## src/rtl/fruit_spawner.sv

```systemverilog
// Spawn scheduler: periodically requests a value from the rng over new/num,
// turns each accepted sample into a (lane, speed) event and queues it for the game core.
module fruit_spawner #(
    parameter int PERIOD    = 50_000_000,
    parameter int HOLD      = 4,
    parameter int SETTLE    = 4,
    parameter int DEPTH     = 4,
    parameter int MAX_RETRY = 3
) (
    input  logic                     ck,
    input  logic                     reset,
    input  logic                     on,
    input  logic [4:0]               num_i,
    output logic                     new_o,
    output logic                     spawn_valid,
    input  logic                     spawn_ready,
    output logic [2:0]               spawn_lane,
    output logic [1:0]               spawn_speed,
    output logic [$clog2(DEPTH):0]   fifo_count,
    output logic                     overflow
);

    localparam int AW     = $clog2(DEPTH);
    localparam int CNTW   = AW + 1;
    localparam int CW_MAX = (PERIOD > HOLD) ? ((PERIOD > SETTLE) ? PERIOD : SETTLE)
                                            : ((HOLD > SETTLE) ? HOLD : SETTLE);
    localparam int CW     = $clog2(CW_MAX + 1);
    localparam int RW     = (MAX_RETRY < 1) ? 1 : $clog2(MAX_RETRY + 1);

    typedef enum logic [2:0] {
        S_IDLE,
        S_WAIT,
        S_REQ_HI,
        S_REQ_LO,
        S_SETTLE,
        S_CAPTURE
    } state_t;

    state_t          state, state_nxt;
    logic [CW-1:0]   cnt, cnt_nxt;
    logic [RW-1:0]   retries;
    logic [2:0]      last_lane;
    logic            last_valid;
    logic            push, retry, do_push, pop, full;
    logic [4:0]      mem [DEPTH];
    logic [AW-1:0]   wr_ptr, rd_ptr;
    logic [4:0]      head;

    // Sequencer: one shared cycle counter, cleared on every state change
    always_ff @(posedge ck or posedge reset) begin
        if (reset) begin
            state <= S_IDLE;
            cnt   <= '0;
        end else if (!on) begin
            state <= S_IDLE;
            cnt   <= '0;
        end else begin
            state <= state_nxt;
            cnt   <= cnt_nxt;
        end
    end

    always_comb begin
        state_nxt = state;
        cnt_nxt   = cnt + CW'(1);
        push      = 1'b0;
        retry     = 1'b0;
        case (state)
            S_IDLE: begin
                cnt_nxt = '0;
                if (on) state_nxt = S_WAIT;
            end
            S_WAIT:   if (cnt == CW'(PERIOD - 1)) state_nxt = S_REQ_HI;
            S_REQ_HI: if (cnt == CW'(HOLD - 1))   state_nxt = S_REQ_LO;
            S_REQ_LO: if (cnt == CW'(HOLD - 1))   state_nxt = S_SETTLE;
            S_SETTLE: if (cnt == CW'(SETTLE - 1)) state_nxt = S_CAPTURE;
            S_CAPTURE: begin
                // A repeat of the previous lane is re-rolled a bounded number of times
                if (last_valid && (num_i[2:0] == last_lane) && (retries < RW'(MAX_RETRY))) begin
                    retry     = 1'b1;
                    state_nxt = S_REQ_HI;
                end else begin
                    push      = 1'b1;
                    state_nxt = S_WAIT;
                end
            end
            default: state_nxt = S_IDLE;
        endcase
        if (state_nxt != state) cnt_nxt = '0;
    end

    // Request line and lane history; new_o comes straight from a flop
    always_ff @(posedge ck or posedge reset) begin
        if (reset) begin
            new_o      <= 1'b0;
            retries    <= '0;
            last_lane  <= '0;
            last_valid <= 1'b0;
        end else if (!on) begin
            new_o      <= 1'b0;
            retries    <= '0;
            last_lane  <= '0;
            last_valid <= 1'b0;
        end else begin
            new_o <= (state_nxt == S_REQ_HI);
            if (retry) retries <= retries + RW'(1);
            if (push) begin
                retries    <= '0;
                last_lane  <= num_i[2:0];
                last_valid <= 1'b1;
            end
        end
    end

    // Spawn FIFO, first-word-fall-through
    assign full        = (fifo_count == CNTW'(DEPTH));
    assign spawn_valid = (fifo_count != '0);
    assign pop         = spawn_valid && spawn_ready;
    assign do_push     = push && (!full || pop);
    assign head        = mem[rd_ptr];
    assign spawn_lane  = spawn_valid ? head[2:0] : 3'd0;
    assign spawn_speed = spawn_valid ? head[4:3] : 2'd0;

    always_ff @(posedge ck) begin
        if (do_push) mem[wr_ptr] <= num_i;
    end

    always_ff @(posedge ck or posedge reset) begin
        if (reset) begin
            wr_ptr     <= '0;
            rd_ptr     <= '0;
            fifo_count <= '0;
            overflow   <= 1'b0;
        end else if (!on) begin
            wr_ptr     <= '0;
            rd_ptr     <= '0;
            fifo_count <= '0;
            overflow   <= 1'b0;
        end else begin
            if (pop)     rd_ptr <= rd_ptr + AW'(1);
            if (do_push) wr_ptr <= wr_ptr + AW'(1);
            case ({do_push, pop})
                2'b10:   fifo_count <= fifo_count + CNTW'(1);
                2'b01:   fifo_count <= fifo_count - CNTW'(1);
                default: fifo_count <= fifo_count;
            endcase
            if (push && full && !pop) overflow <= 1'b1;
        end
    end

endmodule

```

## config.mk

```make
export PLATFORM = sky130hd
export DESIGN_NAME = fruit_spawner
export DESIGN_NICKNAME = d
export VERILOG_FILES = /design/src/rtl/fruit_spawner.sv
export SDC_FILE = /design/constraint.sdc
export NUM_CORES = 1
export LEC_CHECK = 0
export BUFFER_PORTS_ARGS = -buffer_cell sky130_fd_sc_hd__clkbuf_2
export CORE_ASPECT_RATIO = 0.9
export CORE_MARGIN = 1
export CORE_UTILIZATION = 35
export DETAILED_ROUTE_END_ITERATION = 16
export PLACE_DENSITY_LB_ADDON = 0.08
export SYNTH_ARGS = -nofsm -noshare
export SYNTH_HDL_FRONTEND = slang
export SYNTH_SLANG_ARGS = --single-unit
```

## constraint.sdc

```tcl
create_clock -name ck -period 3.1 [get_ports ck]
set_clock_uncertainty 0.1 [all_clocks]
set_input_delay 0.31 -clock ck [delete_from_list [all_inputs] [get_ports ck]]
set_output_delay 0.31 -clock ck [all_outputs]
set_load 0.03 [all_outputs]
```

==> results of run 1 <==
## power by group
part | switching (mW) | leakage [nW] | internal (mW)
sequential | 0.00314 | 0.793 | 0.873
combinational | 0.0395 | 0.575 | 0.0147
clock | 0.329 | 0.0773 | 0.285
total | 0.371 | 1.44 | 1.17
## routing by layer
layer	vias to the layer above	wire, µm	track usage
met2	24	2900	0.223
met4	0	48	0.0423
met1	1101	3580	0.216
li1	1118	-	-
met3	4	184	0.0442
met5	-	0	0
## through the flow
step / util / instances / setup slack (ns) / hold WS (ns) / power, mW
floorplan: - / 303 / 0.484 / 0.309 / 0.928
global placement: 0.385 / 434 / 0.661 / 0.378 / 0.950
detailed placement: 0.385 / 434 / 0.630 / 0.378 / 0.950
CTS: 0.402 / 450 / 0.609 / 0.0717 / 1.58
global route: 0.402 / 450 / 0.394 / 0.0649 / 1.62
finish: 0.402 / 450 / 0.619 / 0.0658 / 1.54
## final cells by class
class / count / area (µm²)
timing repair buffer: 22 / 118
sequential: 64 / 1700
multi-input combinational: 217 / 1520
clock buffer: 10 / 128
tap: 122 / 153
clock inverter: 6 / 36.3
fill: 934 / 5480
inverter: 9 / 33.8
## flip-flops by register name, summed over array words and instances, names as in the netlist, 2 cells and up
signal and count:
mem 20, retries 2, wr_ptr 2, cnt 26, last_lane 3, state 3, rd_ptr 2, fifo_count 3
## worst min path at each step
stage | to | cells past startpoint | slack, ns | startpoint
final | wr_ptr[1] | 2 | 0.07 | reset
after global routing | mem[1][3] | 1 | 0.06 | num_i[3]
after CTS | mem[1][3] | 1 | 0.07 | num_i[3]
after detailed placement | last_valid | 1 | 0.38 | last_valid
after global placement | last_valid | 1 | 0.38 | last_valid
after floorplan | mem[0][0] | 0 | 0.31 | num_i[0]
## synthesized netlist by cell type, drive strengths merged, types with 2 or more instances
cell / instances / area (µm²)
a211oi: 2 / 15.0
a21boi: 6 / 45.0
a21oi: 4 / 20.0
a31oi: 2 / 12.5
and2: 15 / 93.8
and3: 7 / 45.1
and4: 2 / 17.5
buf: 7 / 43.8
clkbuf: 6 / 22.5
dfrtp: 44 / 1100
edfxtp: 20 / 601
ha: 6 / 75.1
inv: 9 / 33.8
mux2i: 4 / 40.0
mux4: 5 / 113
nand2: 21 / 78.8
nand3: 17 / 90.1
nand4: 10 / 77.6
nor2: 35 / 131
nor2b: 7 / 43.8
nor3: 8 / 40.0
nor4: 8 / 80.1
o211ai: 2 / 15.0
o21a: 3 / 22.5
o21ai: 5 / 28.8
or3: 2 / 12.5
xnor2: 15 / 131
xor2: 16 / 140
## cells in the final DEF (no fill, tap or decap), types with 3 or more instances in the layout
master    netlist  routed
a21boi_0        6       6
a21oi_1         4       4
and2_1         15      15
and3_1          6       6
buf_4           1       3
clkbuf_2        0      19
clkbuf_8        0       9
dfrtp_1        44      44
edfxtp_1       20      20
ha_1            6       6
inv_1           9       8
mux2i_1         4       4
mux4_2          5       5
nand2_1        21      21
nand3_1        16      16
nand4_1         9       9
nor2_1         35      35
nor2b_1         7       7
nor3_1          8       8
nor4_1          6       6
o21a_1          3       3
o21ai_0         4       4
xnor2_1        15      15
xor2_1         16      16
## logic make-up (layout without fill, tap and decap cells)
family	Yosys count	after routing
XOR/XNOR	31	31
AND/OR/NAND/NOR	138	138
buffers and inverters	22	47
flip-flops	64	64
adder cells (fa/ha/maj)	7	7
multiplexers	10	10
AO/OA/AOI/OAI	31	31
## critical path, stage by stage (launching register included)
cell and delay [ns]:
dfrtp_1 0.47, nand3b_1 0.39, a41oi_2 0.28, nor2_1 0.09
fa_1 0.40, nor2b_1 0.15, nor2b_1 0.14, mux2_2 0.15
mux2i_1 0.05, a21boi_0 0.18
==> impl_results.html, run 1 <==
<table>
<tr><th>Metric</th><th>Value</th></tr>
<tr><th colspan="2">Yosys</th></tr>
<tr><td>Simple-gate share of the synthesized area</td><td>0.229</td></tr>
<tr><td>Count of flip-flops with a built-in enable after synthesis</td><td>20</td></tr>
<tr><td>Fraction of registers with async set or reset after synthesis</td><td>0.688</td></tr>
<tr><td>Share of cell area taken by muxes after synthesis</td><td>0.0494</td></tr>
<tr><td>Gate count of the mapped netlist</td><td>303</td></tr>
<tr><td>Sequential cell area fraction in the yosys report</td><td>0.512</td></tr>
<tr><td>Mapped Nets</td><td>319</td></tr>
<tr><td>Post-Syn Area per Cell</td><td>11.0 µm²</td></tr>
<tr><td>Synthesized-area fraction occupied by ao, oa, aoi and oai cells</td><td>0.0686</td></tr>
<tr><td>Most used flip-flop cell after synthesis</td><td>dfrtp_1</td></tr>
<tr><td>Count of unique library cells instantiated by Yosys</td><td>50</td></tr>
<tr><td>Number of synthesis warnings</td><td>0</td></tr>
<tr><td>Flops &amp; latches, synth</td><td>64</td></tr>
<tr><td>Main combinational cell family by area after synthesis</td><td>simple AND/OR/NAND/NOR gates</td></tr>
<tr><td>Netlist Area Pre-Place</td><td>0.00332 mm²</td></tr>
<tr><td>Adder-cell share of the synthesized area</td><td>0.0286</td></tr>
<tr><td>Post-synthesis xor/xnor area fraction</td><td>0.0818</td></tr>
<tr><th colspan="2">Power</th></tr>
<tr><td>Worst vdd ir</td><td>0.187 mV</td></tr>
<tr><td>Static leakage</td><td>roughly 1.4 nW</td></tr>
<tr><td>Pwr/cell area</td><td>approximately 420 mW/mm²</td></tr>
<tr><th colspan="2">Global routing</th></tr>
<tr><td>Number of antenna violations at the first check in global routing</td><td>0</td></tr>
<tr><td>Maximum number of pins on one net before global-route repair</td><td>45</td></tr>
<tr><td>Global-route wire length before repair</td><td>about 11000 µm</td></tr>
<tr><td>Tot GR Track Use</td><td>0.151</td></tr>
<tr><td>Number of global-route vias before repair</td><td>2238</td></tr>
<tr><td>Leftover overflow at the end of global routing</td><td>0</td></tr>
<tr><th colspan="2">Timing</th></tr>
<tr><td>Total count of max-transition violations in the final report</td><td>0</td></tr>
<tr><td>Share of the clock period used by the worst path after layout</td><td>0.800</td></tr>
<tr><td>Worst slew margin relative to its limit</td><td>0.362</td></tr>
<tr><td>Clock period minus worst slack</td><td>roughly 2.5 ns</td></tr>
<tr><td>Final count of hold timing violations</td><td>0</td></tr>
<tr><td>Setup repair after global routing missed its margin</td><td>no</td></tr>
<tr><td>Number of setup violations in the final report</td><td>0</td></tr>
<tr><td>Peak clock frequency supported by timing</td><td>403 MHz</td></tr>
<tr><td>Fin Setup TNS</td><td>0 ns</td></tr>
<tr><td>Slew at the pin closest to its max-slew limit</td><td>about 0.96 ns</td></tr>
<tr><th colspan="2">Drt</th></tr>
<tr><td>DRT Pass-1 Iters</td><td>4</td></tr>
<tr><td>Aggregate routed wire length</td><td>6710 µm</td></tr>
<tr><td>Antenna viol nets, final</td><td>0</td></tr>
<tr><td>DR vias</td><td>around 2200</td></tr>
<tr><td>Routed length per placed instance</td><td>14.9 µm</td></tr>
<tr><td>Number of DRC markers after the initial detailed-route iteration</td><td>131</td></tr>
<tr><td>DRC violations left</td><td>0</td></tr>
<tr><td>Vias per cell</td><td>4.99</td></tr>
<tr><th colspan="2">Clock network</th></tr>
<tr><td>Clock latency at the later pin of the worst-skew pair</td><td>0.34 ns</td></tr>
<tr><td>Clock tree from TritonCTS</td><td>yes</td></tr>
<tr><td>Number of buffers added by the clock tree synthesis step</td><td>9</td></tr>
<tr><td>Clock net sink count</td><td>64</td></tr>
<tr><td>Post_cts resized</td><td>0</td></tr>
<tr><td>Post-CTS setup buffer count</td><td>0</td></tr>
<tr><td>CTS H-tree depth</td><td>3</td></tr>
<tr><td>Clock root buffer</td><td>clkbuf_8</td></tr>
<tr><td>Clock-pin slew on the worst setup and hold paths</td><td>0.08 ns</td></tr>
<tr><td>Number of hold buffers added after CTS</td><td>0</td></tr>
<tr><td>Number of buffers on the longest clock path</td><td>2</td></tr>
<tr><th colspan="2">Final layout</th></tr>
<tr><td>Antenna diode instance count</td><td>0</td></tr>
<tr><td>Share of cells above drive strength 1</td><td>0.149</td></tr>
<tr><td>Net count of the finished layout</td><td>339</td></tr>
<tr><td>Growth of design area from synthesis to finish</td><td>11.1%</td></tr>
<tr><td>Finished Cell Area</td><td>0.00369 mm²</td></tr>
<tr><th colspan="2">Flow run</th></tr>
<tr><td>Max Cap Violations</td><td>0</td></tr>
<tr><th colspan="2">Place</th></tr>
<tr><td>Area after detailed placement</td><td>about 0.0035 mm²</td></tr>
<tr><td>RD Place Congestion</td><td>0.725</td></tr>
<tr><td>Total half-perimeter wirelength after legalization and detailed placement</td><td>4560 µm</td></tr>
<tr><td>IO buf count</td><td>19</td></tr>
<tr><th colspan="2">Run status</th></tr>
<tr><td>Result of the run</td><td>finished, final reports clean</td></tr>
<tr><th colspan="2">Floorplanning</th></tr>
<tr><td>Die Span X</td><td>105 µm</td></tr>
<tr><td>Number of primary I/O pins</td><td>20</td></tr>
<tr><td>Area of the core</td><td>0.00917 mm²</td></tr>
<tr><td>Die area</td><td>0.00988 mm²</td></tr>
<tr><td>Die height</td><td>94.4 µm</td></tr>
<tr><td>Effective utilization at floorplan</td><td>0.362</td></tr>
<tr><td>Std-Cell Rows</td><td>33</td></tr>
<tr><th colspan="2">Critical path</th></tr>
<tr><td>Launch instance of the worst register-to-register path</td><td>state[1]</td></tr>
<tr><td>Critical R2R Capture</td><td>fifo_count[2]</td></tr>
<tr><td>Capture point of the critical path</td><td>fifo_count[2]</td></tr>
<tr><td>WP data arrival</td><td>2.64 ns</td></tr>
<tr><td>Worst Reg2Reg Path Length in Cells</td><td>9</td></tr>
<tr><td>Required time of the worst setup path</td><td>3.26 ns</td></tr>
<tr><td>Critical path class</td><td>register to register</td></tr>
<tr><td>Launching instance or port of the critical path</td><td>state[1]</td></tr>
<tr><td>Max FO, Critical Path</td><td>10</td></tr>
<tr><td>Startpoint types</td><td>register</td></tr>
<tr><td>R2r setup slk</td><td>0.62 ns</td></tr>
<tr><td>Nature of the critical path endpoint</td><td>register</td></tr>
<tr><th colspan="2">Hold path</th></tr>
<tr><td>Hold/Removal Path Class</td><td>input port to async pin</td></tr>
</table>
Note: power is estimated with default switching activity, not from simulation.
==> inputs of run 2 (changes only) <==
- clock period: 3.1 -> 2.4 ns (I/O delays scaled with it)
==> run 2 against run 1 <==
- sequential cell count did not move
- critical path depth is 1 higher
- wire length grew 0.42%
- worst setup slack worse by 0.48 ns
- utilization grew 1.6 points
- via count rose by 2.4%
- non-clock buffer count up 15
==> impl_results.html, run 2 (synthesized netlist as in run 1, its figures left out) <==
<table>
<tr><th>Metric</th><th>Value</th></tr>
<tr><th colspan="2">Run status</th></tr>
<tr><td>Result of the run</td><td>finished, final reports clean</td></tr>
<tr><th colspan="2">Global routing</th></tr>
<tr><td>Most Used Layer, Global Route</td><td>met1</td></tr>
<tr><td>Number of antenna violations at the first check in global routing</td><td>0 (unchanged)</td></tr>
<tr><td>Met3 Use GR</td><td>0.0248 (-0.0193)</td></tr>
<tr><td>Met2 GRT Util</td><td>0.210 (-0.0132)</td></tr>
<tr><td>Met1 Use GR</td><td>0.224 (+0.00850)</td></tr>
<tr><td>Number of global-route vias before repair</td><td>2250 (+0.54%)</td></tr>
<tr><td>Tot GR Track Use</td><td>0.151 (-0.000568)</td></tr>
<tr><td>Global-route wire length before repair</td><td>11400 µm (+0.43%)</td></tr>
<tr><td>Maximum number of pins on one net before global-route repair</td><td>27 (-40%)</td></tr>
<tr><td>Leftover overflow at the end of global routing</td><td>0 (unchanged)</td></tr>
<tr><th colspan="2">Floorplanning</th></tr>
<tr><td>Number of primary I/O pins</td><td>20 (unchanged)</td></tr>
<tr><td>Effective utilization at floorplan</td><td>0.362 (unchanged)</td></tr>
<tr><td>Die Span X</td><td>105 µm (unchanged)</td></tr>
<tr><td>Die height</td><td>94.4 µm (unchanged)</td></tr>
<tr><td>Area of the core</td><td>0.00917 mm² (unchanged)</td></tr>
<tr><td>Die area</td><td>0.00988 mm² (unchanged)</td></tr>
<tr><td>Std-Cell Rows</td><td>33 (unchanged)</td></tr>
<tr><th colspan="2">Final layout</th></tr>
<tr><td>Multi-input logic area</td><td>0.00154 mm² (+1.2%)</td></tr>
<tr><td>Regs by FF count</td><td>cnt (26), mem (20)</td></tr>
<tr><td>Top library cells by usage in the layout, fill and taps aside</td><td>dfrtp_1 (40), nor2_1 (34), nand2_1 (20), edfxtp_1 (20), clkbuf_2 (19)</td></tr>
<tr><td>Largest reg by FF count</td><td>cnt</td></tr>
<tr><td>Count of fill cells added during filler insertion</td><td>928 (-0.64%)</td></tr>
<tr><td>Growth of design area from synthesis to finish</td><td>15.6%</td></tr>
<tr><td>Flip-flop count of the largest register after layout</td><td>26 (unchanged)</td></tr>
<tr><td>Antenna diode instance count</td><td>0 (unchanged)</td></tr>
<tr><td>Net count of the finished layout</td><td>354 (+4.4%)</td></tr>
<tr><td>Finished Cell Area</td><td>0.00384 mm² (+4.1%)</td></tr>
<tr><td>Most common library cell in the layout ignoring fill and taps</td><td>dfrtp_1</td></tr>
<tr><td>Share of cells above drive strength 1</td><td>0.213 (+0.0634)</td></tr>
<tr><td>Share of the core filled with cells</td><td>0.419 (+0.0164)</td></tr>
<tr><td>Register cell area after layout</td><td>0.00171 mm² (+0.29%)</td></tr>
<tr><th colspan="2">Clock network</th></tr>
<tr><td>Clock-pin slew on the worst setup and hold paths</td><td>0.07 ns (about the same)</td></tr>
<tr><td>Number of buffers added by the clock tree synthesis step</td><td>9 (unchanged)</td></tr>
<tr><td>Clock net sink count</td><td>64 (unchanged)</td></tr>
<tr><td>Clock latency at the later pin of the worst-skew pair</td><td>0.34 ns (about the same)</td></tr>
<tr><td>Clock root buffer</td><td>clkbuf_8</td></tr>
<tr><td>CTS H-tree depth</td><td>3 (unchanged)</td></tr>
<tr><td>Number of buffers on the longest clock path</td><td>2 (unchanged)</td></tr>
<tr><td>Clock tree from TritonCTS</td><td>yes</td></tr>
<tr><th colspan="2">Critical path</th></tr>
<tr><td>Slowest CP cell</td><td>dfrtp_1</td></tr>
<tr><td>Critical R2R Capture</td><td>fifo_count[2]</td></tr>
<tr><td>Launch instance of the worst register-to-register path</td><td>retries[0]</td></tr>
<tr><td>Ordered list of cells on the worst path</td><td>ha_1 &gt; nor2b_2 &gt; a41oi_2 &gt; nor2_2 &gt; fa_2 &gt; nor2b_1 &gt; nor2b_1 &gt; mux2_2 &gt; mux2i_1 &gt; a21boi_0</td></tr>
<tr><td>Delay of the slowest critical-path stage</td><td>0.40 ns (-0.07 ns)</td></tr>
<tr><td>Nature of the critical path endpoint</td><td>register</td></tr>
<tr><td>Max FO, Critical Path</td><td>3 (-7)</td></tr>
<tr><td>Top Family by Delay on Critical Path</td><td>simple AND/OR/NAND/NOR gates</td></tr>
<tr><td>Capture point of the critical path</td><td>fifo_count[2]</td></tr>
<tr><td>R2r setup slk</td><td>0.14 ns (-0.48 ns)</td></tr>
<tr><td>Critical path class</td><td>register to register</td></tr>
<tr><td>Launching instance or port of the critical path</td><td>retries[0]</td></tr>
<tr><td>Required time of the worst setup path</td><td>2.52 ns (-0.74 ns)</td></tr>
<tr><td>Cell depth of the worst setup path</td><td>10 (+1)</td></tr>
<tr><td>Most numerous cell on the critical path</td><td>nor2b_1</td></tr>
<tr><td>Worst Reg2Reg Path Length in Cells</td><td>10 (+1)</td></tr>
<tr><td>WP data arrival</td><td>2.38 ns (-0.26 ns)</td></tr>
<tr><td>Buffer and inverter count on the worst path</td><td>0 (unchanged)</td></tr>
<tr><td>Startpoint types</td><td>register</td></tr>
<tr><th colspan="2">Drt</th></tr>
<tr><td>Routed length per placed instance</td><td>14.5 µm (-2.8%)</td></tr>
<tr><td>Number of DRC markers after the initial detailed-route iteration</td><td>109 (-17%)</td></tr>
<tr><td>DRT Pass-1 Iters</td><td>4 (unchanged)</td></tr>
<tr><td>DRC violations left</td><td>0 (unchanged)</td></tr>
<tr><td>Vias per cell</td><td>4.95 (-0.86%)</td></tr>
<tr><td>DR vias</td><td>2302 (+2.4%)</td></tr>
<tr><td>Aggregate routed wire length</td><td>6740 µm (+0.42%)</td></tr>
<tr><td>Antenna viol nets, final</td><td>0 (unchanged)</td></tr>
<tr><th colspan="2">Timing</th></tr>
<tr><td>Final count of hold timing violations</td><td>0 (unchanged)</td></tr>
<tr><td>Number of setup violations in the final report</td><td>0 (unchanged)</td></tr>
<tr><td>Fin Setup TNS</td><td>0 ns (unchanged)</td></tr>
<tr><td>Worst slew margin relative to its limit</td><td>0.503 (+0.141)</td></tr>
<tr><td>Total count of max-transition violations in the final report</td><td>0 (unchanged)</td></tr>
<tr><td>Peak clock frequency supported by timing</td><td>443 MHz (+9.8%)</td></tr>
<tr><td>Slew at the pin closest to its max-slew limit</td><td>0.740 ns (-0.216 ns)</td></tr>
<tr><td>Clock period minus worst slack</td><td>2.26 ns (-0.222 ns)</td></tr>
<tr><td>Share of the clock period used by the worst path after layout</td><td>0.941 (+0.141)</td></tr>
<tr><td>Setup repair after global routing missed its margin</td><td>no</td></tr>
<tr><th colspan="2">Power</th></tr>
<tr><td>Total power</td><td>2.00 mW (+30%)</td></tr>
<tr><td>Clock network fraction of total power</td><td>0.394 (-0.003)</td></tr>
<tr><td>Static leakage</td><td>1.52 nW (+4.9%)</td></tr>
<tr><td>Worst vdd ir</td><td>0.213 mV (+14%)</td></tr>
<tr><td>Fraction of power spent switching nets</td><td>0.239 (-0.00160)</td></tr>
<tr><td>Sequential fraction of design power</td><td>0.567 (about the same)</td></tr>
<tr><td>Pwr/cell area</td><td>521 mW/mm² (+24%)</td></tr>
<tr><td>Logic pwr share</td><td>0.039 (+0.004)</td></tr>
<tr><td>Cell Int Power</td><td>1.52 mW (+30%)</td></tr>
<tr><td>Power spent charging and discharging nets</td><td>478 µW (+29%)</td></tr>
<tr><th colspan="2">Place</th></tr>
<tr><td>Area after detailed placement</td><td>0.00364 mm² (+3.2%)</td></tr>
<tr><td>IO buf count</td><td>19 (unchanged)</td></tr>
<tr><td>RD Place Congestion</td><td>0.767 (+5.8%)</td></tr>
<tr><td>Total half-perimeter wirelength after legalization and detailed placement</td><td>4880 µm (+7.0%)</td></tr>
<tr><th colspan="2">Hold path</th></tr>
<tr><td>Number of cells on the worst hold path</td><td>1</td></tr>
<tr><td>Hold/Removal Path Class</td><td>input port to register</td></tr>
<tr><th colspan="2">Flow run</th></tr>
<tr><td>Max Cap Violations</td><td>0 (unchanged)</td></tr>
</table>
## run 2: power by group through the flow
stage               Sequential, mW  Combinational [mW]  Clock (mW)
global route                  1.13              0.0893       0.867
detailed placement            1.15              0.0797           0
global placement              1.15              0.0799           0
floorplan                     1.16              0.0435           0
finish                        1.13              0.0789       0.788
CTS                           1.13              0.0809       0.825
## run 2: layout make-up
| class | count | share of cell area |
|---|---|---|
| clock buffer | 10 | 0.0332 |
| clock inverter | 6 | 0.00945 |
| inverter | 9 | 0.00880 |
| multi-input combinational | 217 | 0.400 |
| sequential | 64 | 0.445 |
| tap | 122 | 0.0398 |
| timing repair buffer | 37 | 0.0639 |
## run 2: worst reg2reg max path: cells and delay by family (launching register included)
| family | cells | cell delay (ns) |
|---|---|---|
| AND/OR/NAND/NOR | 4 | 0.52 |
| adder cells (fa/ha/maj) | 2 | 0.46 |
| flip-flops | 1 | 0.40 |
| multiplexers | 2 | 0.38 |
| AO/OA/AOI/OAI | 2 | 0.27 |
## run 2: routing by layer
metal	vias to the layer above	share of wire	wire, µm
li1	1145	-	-
met1	1123	0.54	3670
met2	24	0.41	2800
met3	10	0.022	149
met4	0	0.019	129
met5	-	0	0
## run 2: how the worst min path moves through the flow
stage,from,to,slack (ns)
3_3_place_gp,reset,last_lane[0],0.17
2_1_floorplan,num_i[0],mem[0][0],0.24
3_5_place_dp,reset,last_lane[0],0.18
6_report,num_i[3],mem[2][3],0.03
5_1_grt,num_i[4],mem[1][4],0.02
4_1_cts,num_i[3],mem[2][3],0.02
## run 2: what timing repair did
action / in CTS / in global routing
setup endpoints to repair: 0 / 1
endpoints found under the hold margin: 18 / 0
hold buffers: 1 / 0
gates resized for setup: 0 / 3
buffers inserted: 0 / 3
## run 2: through the flow
stage | instances | worst slack [ns] | hold slack, ns
6_report | 465 | 0.141 | 0.0340
5_1_grt | 465 | 0.00663 | 0.0217
4_1_cts | 462 | 0.0814 | 0.0193
3_5_place_dp | 445 | 0.0969 | 0.178
3_3_place_gp | 445 | 0.131 | 0.169
2_1_floorplan | 303 | -0.0352 | 0.239
